==> config.mk <==
export PLATFORM = sky130hd
export DESIGN_NAME = math_add_96_arb
export DESIGN_NICKNAME = d
export VERILOG_FILES = /design/src/rtl/math_add_96_pkg.sv /design/src/rtl/math_rr_arb.sv /design/src/rtl/math_add_96_arb.sv
export SDC_FILE = /design/constraint.sdc
export NUM_CORES = 1
export LEC_CHECK = 0
export BUFFER_PORTS_ARGS = -buffer_cell sky130_fd_sc_hd__buf_4
export CAP_MARGIN = 30
export CORE_AREA = 2 2 460 462
export DETAILED_ROUTE_END_ITERATION = 8
export DIE_AREA = 0 0 462 464
export SYNTH_ARGS = -nofsm -noshare
export SYNTH_HDL_FRONTEND = slang
export SYNTH_SLANG_ARGS = --single-unit
==> constraint.sdc <==
create_clock -name clk -period 11.1 [get_ports clk]
set_input_delay 2.22 -clock clk [delete_from_list [all_inputs] [get_ports clk]]
set_output_delay 2.22 -clock clk [all_outputs]
set_load 0.005 [all_outputs]
==> src/rtl/math_add_96_pkg.sv <==
// rtl/math_add_96_pkg.sv - widths, latencies and in-flight tag type for the shared 96-bit adder
package math_add_96_pkg;

    localparam int ADD96_W     = 96;
    localparam int ADD96_SUM_W = 97;
    localparam int ADD96_LAT   = 3;
    localparam int ARB_LAT     = ADD96_LAT + 1;
    // Wide enough for the largest supported requester count (8).
    localparam int TAG_ID_W    = 3;

    typedef struct packed {
        logic                valid;
        logic [TAG_ID_W-1:0] id;
    } add96_tag_t;

endpackage

==> src/rtl/math_rr_arb.sv <==
// rtl/math_rr_arb.sv - round-robin grant with pointer register; MATH_ADD_96_ARB_PRIO0_EN gives requester 0 absolute priority
module math_rr_arb #(
    parameter int NUM_REQ = 4,
    parameter int ID_W    = 2
) (
    input  logic               clk,
    input  logic               rst,
    input  logic               en,
    input  logic [NUM_REQ-1:0] req,
    output logic [NUM_REQ-1:0] grant,
    output logic [ID_W-1:0]    grant_id,
    output logic               grant_valid
);

    logic [ID_W-1:0] ptr;
    logic [ID_W-1:0] ptr_nxt;
    logic            found;
    logic            prio_hit;
    int              idx;

    always_comb begin
        found    = 1'b0;
        grant_id = '0;
        idx      = 0;
        for (int i = 0; i < NUM_REQ; i++) begin
            idx = int'(ptr) + i;
            if (idx >= NUM_REQ) begin
                idx = idx - NUM_REQ;
            end
            if (!found && req[idx]) begin
                found    = 1'b1;
                grant_id = ID_W'(idx);
            end
        end
`ifdef MATH_ADD_96_ARB_PRIO0_EN
        prio_hit = req[0];
        if (prio_hit) begin
            found    = 1'b1;
            grant_id = '0;
        end
`else
        prio_hit = 1'b0;
`endif
        grant_valid = en & found;
        grant       = grant_valid ? (NUM_REQ'(1) << grant_id) : '0;
    end

    // A priority grant to requester 0 leaves the rotation where it was.
    always_comb begin
        ptr_nxt = ptr;
        if (grant_valid && !prio_hit) begin
            ptr_nxt = (grant_id == ID_W'(NUM_REQ - 1)) ? '0 : grant_id + 1'b1;
        end
    end

    always_ff @(posedge clk or posedge rst) begin
        if (rst) begin
            ptr <= '0;
        end else begin
            ptr <= ptr_nxt;
        end
    end

endmodule

==> src/rtl/math_add_96_arb.sv <==
// rtl/math_add_96_arb.sv - shares one 96-bit adder among NUM_REQ requesters and routes sums back by tag
// Optional: MATH_ADD_96_ARB_PRIO0_EN (requester 0 absolute priority, implemented in math_rr_arb).
module math_add_96_arb
    import math_add_96_pkg::*;
#(
    parameter int NUM_REQ = 4,
    parameter int ID_W    = 2
) (
    input  logic                       clk,
    input  logic                       rst,
    input  logic                       hold,
    input  logic [NUM_REQ-1:0]         req_valid,
    output logic [NUM_REQ-1:0]         req_ready,
    input  logic [NUM_REQ*ADD96_W-1:0] req_dina,
    input  logic [NUM_REQ*ADD96_W-1:0] req_dinb,
    output logic [NUM_REQ-1:0]         rsp_valid,
    output logic [ADD96_SUM_W-1:0]     rsp_sum,
    output logic                       add_ena,
    output logic                       add_rst,
    output logic [ADD96_W-1:0]         add_dina,
    output logic [ADD96_W-1:0]         add_dinb,
    input  logic [ADD96_SUM_W-1:0]     add_dout
);

    logic               rst_q;
    logic [ID_W-1:0]    grant_id;
    logic               grant_valid;
    logic [ADD96_W-1:0] sel_a;
    logic [ADD96_W-1:0] sel_b;
    add96_tag_t         tag_pipe [ARB_LAT];
    add96_tag_t         tag_out;

    // Stretches the adder reset one clock past rst; ena must stay low meanwhile.
    always_ff @(posedge clk or posedge rst) begin
        if (rst) begin
            rst_q <= 1'b1;
        end else begin
            rst_q <= 1'b0;
        end
    end

    assign add_rst = rst_q;
    assign add_ena = ~rst_q & ~hold;

    math_rr_arb #(
        .NUM_REQ (NUM_REQ),
        .ID_W    (ID_W)
    ) u_rr_arb (
        .clk         (clk),
        .rst         (rst),
        .en          (add_ena),
        .req         (req_valid),
        .grant       (req_ready),
        .grant_id    (grant_id),
        .grant_valid (grant_valid)
    );

    always_comb begin
        sel_a = req_dina[int'(grant_id)*ADD96_W +: ADD96_W];
        sel_b = req_dinb[int'(grant_id)*ADD96_W +: ADD96_W];
    end

    // Tag stages advance only with add_ena so they stay aligned with the adder pipeline.
    always_ff @(posedge clk or posedge rst) begin
        if (rst) begin
            add_dina <= '0;
            add_dinb <= '0;
            for (int i = 0; i < ARB_LAT; i++) begin
                tag_pipe[i] <= '0;
            end
        end else if (add_ena) begin
            if (grant_valid) begin
                add_dina <= sel_a;
                add_dinb <= sel_b;
            end
            tag_pipe[0].valid <= grant_valid;
            tag_pipe[0].id    <= TAG_ID_W'(grant_id);
            for (int i = 1; i < ARB_LAT; i++) begin
                tag_pipe[i] <= tag_pipe[i-1];
            end
        end
    end

    assign tag_out   = tag_pipe[ARB_LAT-1];
    assign rsp_valid = (tag_out.valid && add_ena) ? (NUM_REQ'(1) << tag_out.id) : '0;
    assign rsp_sum   = add_dout;

endmodule

# == Yosys cells after proc, flatten, opt, wreduce, memory -nomap -nowiden ==
# Index checks and enable logic that the tools add are counted.
# totals
register_bits,207
inputBits,872
# op_classes
n_addsub,8
mul,1
magnitude_cmp,8
n_eq_ne,1
n_shift,4
muxes,27
n_bitwise,4
reduce_logical,8
# op_table
cell,count
384-bit by 10-bit indexed part select with 96-bit output,1
384-bit by 32-bit indexed part select with 96-bit output,1
"32-bit by 4-bit < comparator with 1-bit output, second input constant",4
32-bit 2-to-1 mux,4
"32-bit by 4-bit greater-or-equal comparator with 1-bit output, second input constant",3
"32-bit by 4-bit subtractor with 32-bit output, second input constant",3
1-bit 2-to-1 mux,12
2-bit 2-to-1 mux,5
1-bit binary-select mux with 2-bit select,4
4-bit 2-to-1 mux,2
"1-bit by 2-bit << shifter with 4-bit output, first input constant",2
"2-bit by 2-bit adder with 3-bit output, second input constant",2
1-bit logical AND,4
"2-bit by 2-bit multiplier with 4-bit output, second input constant",1
"2-bit by 3-bit subtractor with 4-bit output, second input constant",1
"2-bit by 1-bit adder with 3-bit output, second input constant",1
"2-bit by 3-bit greater-or-equal comparator with 1-bit output, second input constant",1
1-bit zero test,3
"2-bit by 1-bit adder with 2-bit output, second input constant",1
1-bit bitwise AND,2
"2-bit equality test, second input constant",1
1-bit inverter,2
2-bit AND reduction,1

# == Longest topological paths before layout ==
# logic_depth
word_depth,17
ltp_mapped,10

# == Cells and area by module ==
# A second synthesis with hierarchy kept.
# hier_totals
hier_cells,804
hier_area_um2,13639.3
# modules_own_cells
mod,n_inst,cells_each,area_per_inst_um2,seq_area_each_um2
math_add_96_arb,1,772,13349.1,5131.2
math_rr_arb,1,32,290.3,50.0

# == Worst setup path after synthesis ==
# OpenSTA, ideal clock, no wires.
# synth_path
path_type,input-to-output
startpoint,input port req_valid[0]
endpoint,output port req_ready[3]
t_arrival_ps,3495
slack_ps,5385
path_stages,9
cell_sequence,nor2b_1 -> a21oi_1 -> o221ai_1 -> buf_4 -> buf_4 -> buf_4 -> inv_1 -> ha_1 -> and2_1
# synth_via
elab_chain_len,15
word_cells_on_any_way,29
# synth_rtl
item,line,text
start: declaration,math_add_96_arb.sv:12,"input logic [NUM_REQ-1:0] req_valid,"
1-bit binary-select mux with 2-bit select,math_rr_arb.sv:30,if (!found && req[idx]) begin
1-bit 2-to-1 mux (not written as such) (2 in a row),math_rr_arb.sv:30,
1-bit 2-to-1 mux,math_rr_arb.sv:30,
1-bit zero test,math_rr_arb.sv:30,
1-bit logical AND,math_rr_arb.sv:30,
1-bit 2-to-1 mux,math_rr_arb.sv:30,
1-bit zero test,math_rr_arb.sv:30,
1-bit logical AND,math_rr_arb.sv:30,
1-bit 2-to-1 mux,math_rr_arb.sv:30,
1-bit zero test,math_rr_arb.sv:30,
1-bit logical AND,math_rr_arb.sv:30,
2-bit 2-to-1 mux or 1-bit 2-to-1 mux (tied branches),math_rr_arb.sv:30,
1-bit by 2-bit << shifter with 4-bit output or 1-bit bitwise AND (tied branches),"math_rr_arb.sv:45, math_rr_arb.sv:44",
4-bit 2-to-1 mux (*),math_rr_arb.sv:45,grant = grant_valid ? (NUM_REQ'(1) << grant_id) : '0;
end: declaration,math_add_96_arb.sv:13,"output logic [NUM_REQ-1:0] req_ready,"
# Mark *: on every way between the ends. The rest lies on a longest branch, timed or not. The select of a mux whose other input is x is not followed.

# == Worst setup path after layout ==
# layout_path
startpoint,input port hold
endpoint,output port req_ready[1]
# layout_via
elab_chain_len,4
# layout_rtl
item,line,text
start: declaration,math_add_96_arb.sv:11,"input logic hold,"
1-bit inverter,math_add_96_arb.sv:43,assign add_ena = ~rst_q & ~hold;
1-bit bitwise AND,math_add_96_arb.sv:43,
1-bit bitwise AND,math_rr_arb.sv:44,grant_valid = en & found;
4-bit 2-to-1 mux,math_rr_arb.sv:45,
# No other way between the ends.

==> impl_metrics.xml <==
<?xml version="1.0" encoding="UTF-8"?>
<metrics>
  <group name="placed_design">
    <metric name="gp_routability_congestion" unit="">1.01</metric>
    <metric name="placed_cells_incl_taps" unit="">4834</metric>
    <metric name="place_hpwl" unit="um">113000</metric>
    <metric name="port_buffers" unit="">976</metric>
    <metric name="place_ws" unit="ps">4750</metric>
  </group>
  <group name="cts">
    <metric name="clock_tree_from_tritoncts" unit="">built</metric>
    <metric name="hold_buffers" unit="">0</metric>
    <metric name="tritoncts.num_buffers" unit="">31</metric>
    <metric name="worst_skew_pair.late_latency" unit="ps">660</metric>
    <metric name="clock_tree.htree_level_count" unit="">1</metric>
    <metric name="clk_transition_reported_paths" unit="ps">60</metric>
    <metric name="cts_max_path_bufs" unit="">3</metric>
    <metric name="postCtsSetupBuffers" unit="">0</metric>
    <metric name="clk_root_buffer_cell" unit="">sky130_fd_sc_hd__clkbuf_16</metric>
    <metric name="cts_num_sinks" unit="">207</metric>
    <metric name="postCtsResizedCells" unit="">0</metric>
  </group>
  <group name="cells_and_area">
    <metric name="syn2layout_area_growth" unit="%">82.3</metric>
    <metric name="drive_gt1_share" unit="%">50.9</metric>
    <metric name="instances_no_fill" unit="">4946</metric>
    <metric name="finalNetCount" unit="">2935</metric>
    <metric name="area.sequential" unit="um2">5180</metric>
    <metric name="multi_input_comb_area" unit="um2">6610</metric>
    <metric name="fillcell_total" unit="">24054</metric>
  </group>
  <group name="pwr">
    <metric name="power.net_switching" unit="uW">1880</metric>
    <metric name="switching_share" unit="%">40.5</metric>
    <metric name="p_leak" unit="uW">0.0114</metric>
    <metric name="power_frac_comb" unit="%">49.6</metric>
    <metric name="total_power" unit="uW">4630</metric>
    <metric name="share_clk_of_total_power" unit="%">22.8</metric>
    <metric name="internal_power_of_the_cells" unit="uW">2760</metric>
    <metric name="p_seq_share" unit="%">27.6</metric>
    <metric name="vdd_ir_drop_max" unit="V">0.000176</metric>
    <metric name="power.density" unit="nW/um2">193</metric>
  </group>
  <group name="synth">
    <metric name="synthTopCellsByArea" unit="">sky130_fd_sc_hd__dfrtp_1 (39%), sky130_fd_sc_hd__mux2i_1 (29%), sky130_fd_sc_hd__o221ai_1 (13%), sky130_fd_sc_hd__buf_4 (7.1%), sky130_fd_sc_hd__nand2_1 (5.8%)</metric>
    <metric name="synth_most_common_cell" unit="">sky130_fd_sc_hd__mux2i_1</metric>
    <metric name="syn_area" unit="um2">13200</metric>
    <metric name="average_cell_area_after_synthesis" unit="um2">10.7</metric>
    <metric name="synth.yosys.warnings" unit="">0</metric>
    <metric name="post_synth_most_frequent_cells" unit="">sky130_fd_sc_hd__mux2i_1 (384), sky130_fd_sc_hd__dfrtp_1 (206), sky130_fd_sc_hd__nand2_1 (203)</metric>
    <metric name="asyncSetResetFlopFracSynth" unit="%">100</metric>
    <metric name="synth_top_area_share" unit="%">39.1</metric>
    <metric name="synthesized_instance_count" unit="">1236</metric>
    <metric name="synth_edf_count" unit="">0</metric>
    <metric name="netlist.top_cell.by_area" unit="">sky130_fd_sc_hd__dfrtp_1</metric>
    <metric name="syn_nets" unit="">2109</metric>
    <metric name="synth-seq-area-share" unit="%">39.3</metric>
    <metric name="postSynthRegisterBits" unit="">207</metric>
    <metric name="synth_flop_cell" unit="">sky130_fd_sc_hd__dfrtp_1</metric>
    <metric name="synth_cell_types" unit="">28</metric>
  </group>
  <group name="drt">
    <metric name="drtPass1Iterations" unit="">5</metric>
    <metric name="totalWireLength" unit="um">128000</metric>
    <metric name="final_antenna_net_count" unit="">0</metric>
    <metric name="route.vias.total" unit="">14600</metric>
    <metric name="drt-wirelength-per-cell" unit="um">25.9</metric>
    <metric name="routed_via_density" unit="">2.95</metric>
    <metric name="drcViolationCount" unit="">0</metric>
    <metric name="first_iteration_detailed_routing_drc_count" unit="">774</metric>
  </group>
  <group name="critical_path">
    <metric name="classification_of_the_worst_setup_path" unit="">input pin to primary output</metric>
    <metric name="reg2reg_depth" unit="">8</metric>
    <metric name="data_required_time_of_the_worst_path" unit="ps">8880</metric>
    <metric name="cp.buffers_inverters" unit="">2</metric>
    <metric name="sort_of_element_at_the_start_of_the_critical_path" unit="">input pin</metric>
    <metric name="timing.critical_path.slowest_stage_cell" unit="">sky130_fd_sc_hd__a21boi_1</metric>
    <metric name="critPathMaxStageDelay" unit="ps">480</metric>
    <metric name="r2r_slack" unit="ps">7470</metric>
    <metric name="worstPathCellList" unit="">buf_4 &gt; nor2_1 &gt; a21boi_1 &gt; nand2_4 &gt; a211oi_1 &gt; buf_4</metric>
    <metric name="worst_ep_arrival_time" unit="ps">4070</metric>
    <metric name="path_max_fanout" unit="">40</metric>
    <metric name="worst_path_dominant_cell_family" unit="">compound AO/OA/AOI/OAI gates</metric>
    <metric name="crit_cells" unit="">6</metric>
    <metric name="critPathMostFrequentCell" unit="">sky130_fd_sc_hd__buf_4</metric>
    <metric name="endpoint_kind" unit="">primary output</metric>
  </group>
  <group name="sta">
    <metric name="hold_fails_final_rpt" unit="">0</metric>
    <metric name="final-setup-viol-count" unit="">0</metric>
    <metric name="finalClockSkew" unit="ps">24.2</metric>
    <metric name="fin_hold_ws" unit="ps">487</metric>
    <metric name="final_worst_path_period_share" unit="%">56.7</metric>
    <metric name="postLayoutSetupSlackWorst" unit="ps">4810</metric>
    <metric name="tns" unit="ps">0</metric>
    <metric name="max_slew_margin" unit="%">21.9</metric>
    <metric name="grt_setup_unrepaired" unit="">no</metric>
    <metric name="timing_worst_slew_pin_value" unit="ps">1140</metric>
    <metric name="fin_crit" unit="ps">6290</metric>
    <metric name="max_clock_freq" unit="MHz">159</metric>
    <metric name="final_max_slew_viol_count" unit="">0</metric>
  </group>
  <group name="grt">
    <metric name="antenna_found_initial" unit="">130</metric>
    <metric name="grt_first_pass_wirelength" unit="um">157000</metric>
    <metric name="first_global_vias" unit="">14905</metric>
    <metric name="largest_net_degree_at_the_start_of_global_routing" unit="">95</metric>
    <metric name="grt_overflow" unit="">0</metric>
    <metric name="track_usage" unit="%">11.3</metric>
  </group>
  <group name="floorplan">
    <metric name="die_height" unit="um">464</metric>
    <metric name="io_pins" unit="">1171</metric>
    <metric name="dieWidth" unit="um">462</metric>
    <metric name="initial_utilization" unit="%">6.31</metric>
    <metric name="design.die.area" unit="um2">214000</metric>
    <metric name="core-area" unit="um2">209000</metric>
    <metric name="fp-row-count" unit="">168</metric>
  </group>
  <group name="min_path">
    <metric name="worstHoldPathCells" unit="">2</metric>
    <metric name="worst_hold_path_type" unit="">flop to flop</metric>
  </group>
  <group name="status">
    <metric name="status" unit="">completed</metric>
  </group>
  <group name="run">
    <metric name="maxCapViolations" unit="">0</metric>
  </group>
</metrics>
cells by family (layout without fill, tap and decap cells):
group	count (synthesis)	in the layout	synth area share [%]
compound gates	206	206	13.5
flops	207	207	39.3
mux	392	392	29.8
fa+ha+maj	1	1	0.0948
simple gates	219	219	6.37
other cells	1	55	0.0284
buf+inv	210	1061	11.0
routing by layer:
metal  track usage (%)  vias up  routed length, um
li1                  -     6279                  -
met5             0.588        -                717
met4              6.88       86               8420
met3              6.17      353              17300
met2              18.4     1048              58400
met1              11.2     6834              43400
registers in the layout (all words and copies together), names as in the netlist:
signal and flops:
add_dina 96, add_dinb 96, add_rst 1, tag_out 3, tag_pipe 9, u_rr_arb.ptr 2
per-stage QoR:
step | cell area, um2 | utilization, %
6_report | 24100 | 11.5
5_1_grt | 24000 | 11.5
4_1_cts | 23900 | 11.4
3_5_place_dp | 22900 | 10.9
3_3_place_gp | 22800 | 10.9
2_1_floorplan | 13200 | -
cell usage in the layout (no fill, tap or decap), drive strengths merged, types with 4 or more instances in the layout:
| master | count |
|---|---|
| buf | 998 |
| clkbuf | 51 |
| dfrtp | 206 |
| diode | 54 |
| inv | 7 |
| mux2 | 8 |
| mux2i | 384 |
| nand2 | 203 |
| nor2 | 6 |
| nor3 | 4 |
| o21ai | 8 |
| o221ai | 193 |
path summary, 6_finish.rpt:
check | start | end
max in group asynchronous | rst | add_dina[59]
max reg2reg | u_rr_arb.ptr[0] | add_dina[49]
min | add_dina[33] | add_dina[33]
min reg2reg | add_dina[33] | add_dina[33]
max | hold | req_ready[1]
min in group asynchronous | rst | add_dinb[54]
power groups by stage:
stage | Clock [uW] | Sequential [uW] | Combinational (uW)
finish | 1060 | 1280 | 2300
global route | 1130 | 1320 | 2480
CTS | 1120 | 1280 | 2380
detailed placement | 0 | 1280 | 2370
global placement | 0 | 1280 | 2340
floorplan | 0 | 1260 | 1060
tightest hold or removal path: stages (launching register included):
cell and delay [ps]:
sky130_fd_sc_hd__dfrtp_1 340, sky130_fd_sc_hd__nand2_1 50, sky130_fd_sc_hd__o221ai_1 60
final cells by class:
cell class,instances,share of cell area [%]
Timing Repair Buffer,998,31.3
Clock inverter,7,0.416
Inverter,5,0.109
Antenna cell,54,0.562
Tap cell,2805,14.6
Clock buffer,51,3.95
Sequential cell,207,21.5
Multi-Input combinational cell,819,27.5
No activity file was read; power rests on OpenSTA's default activity.
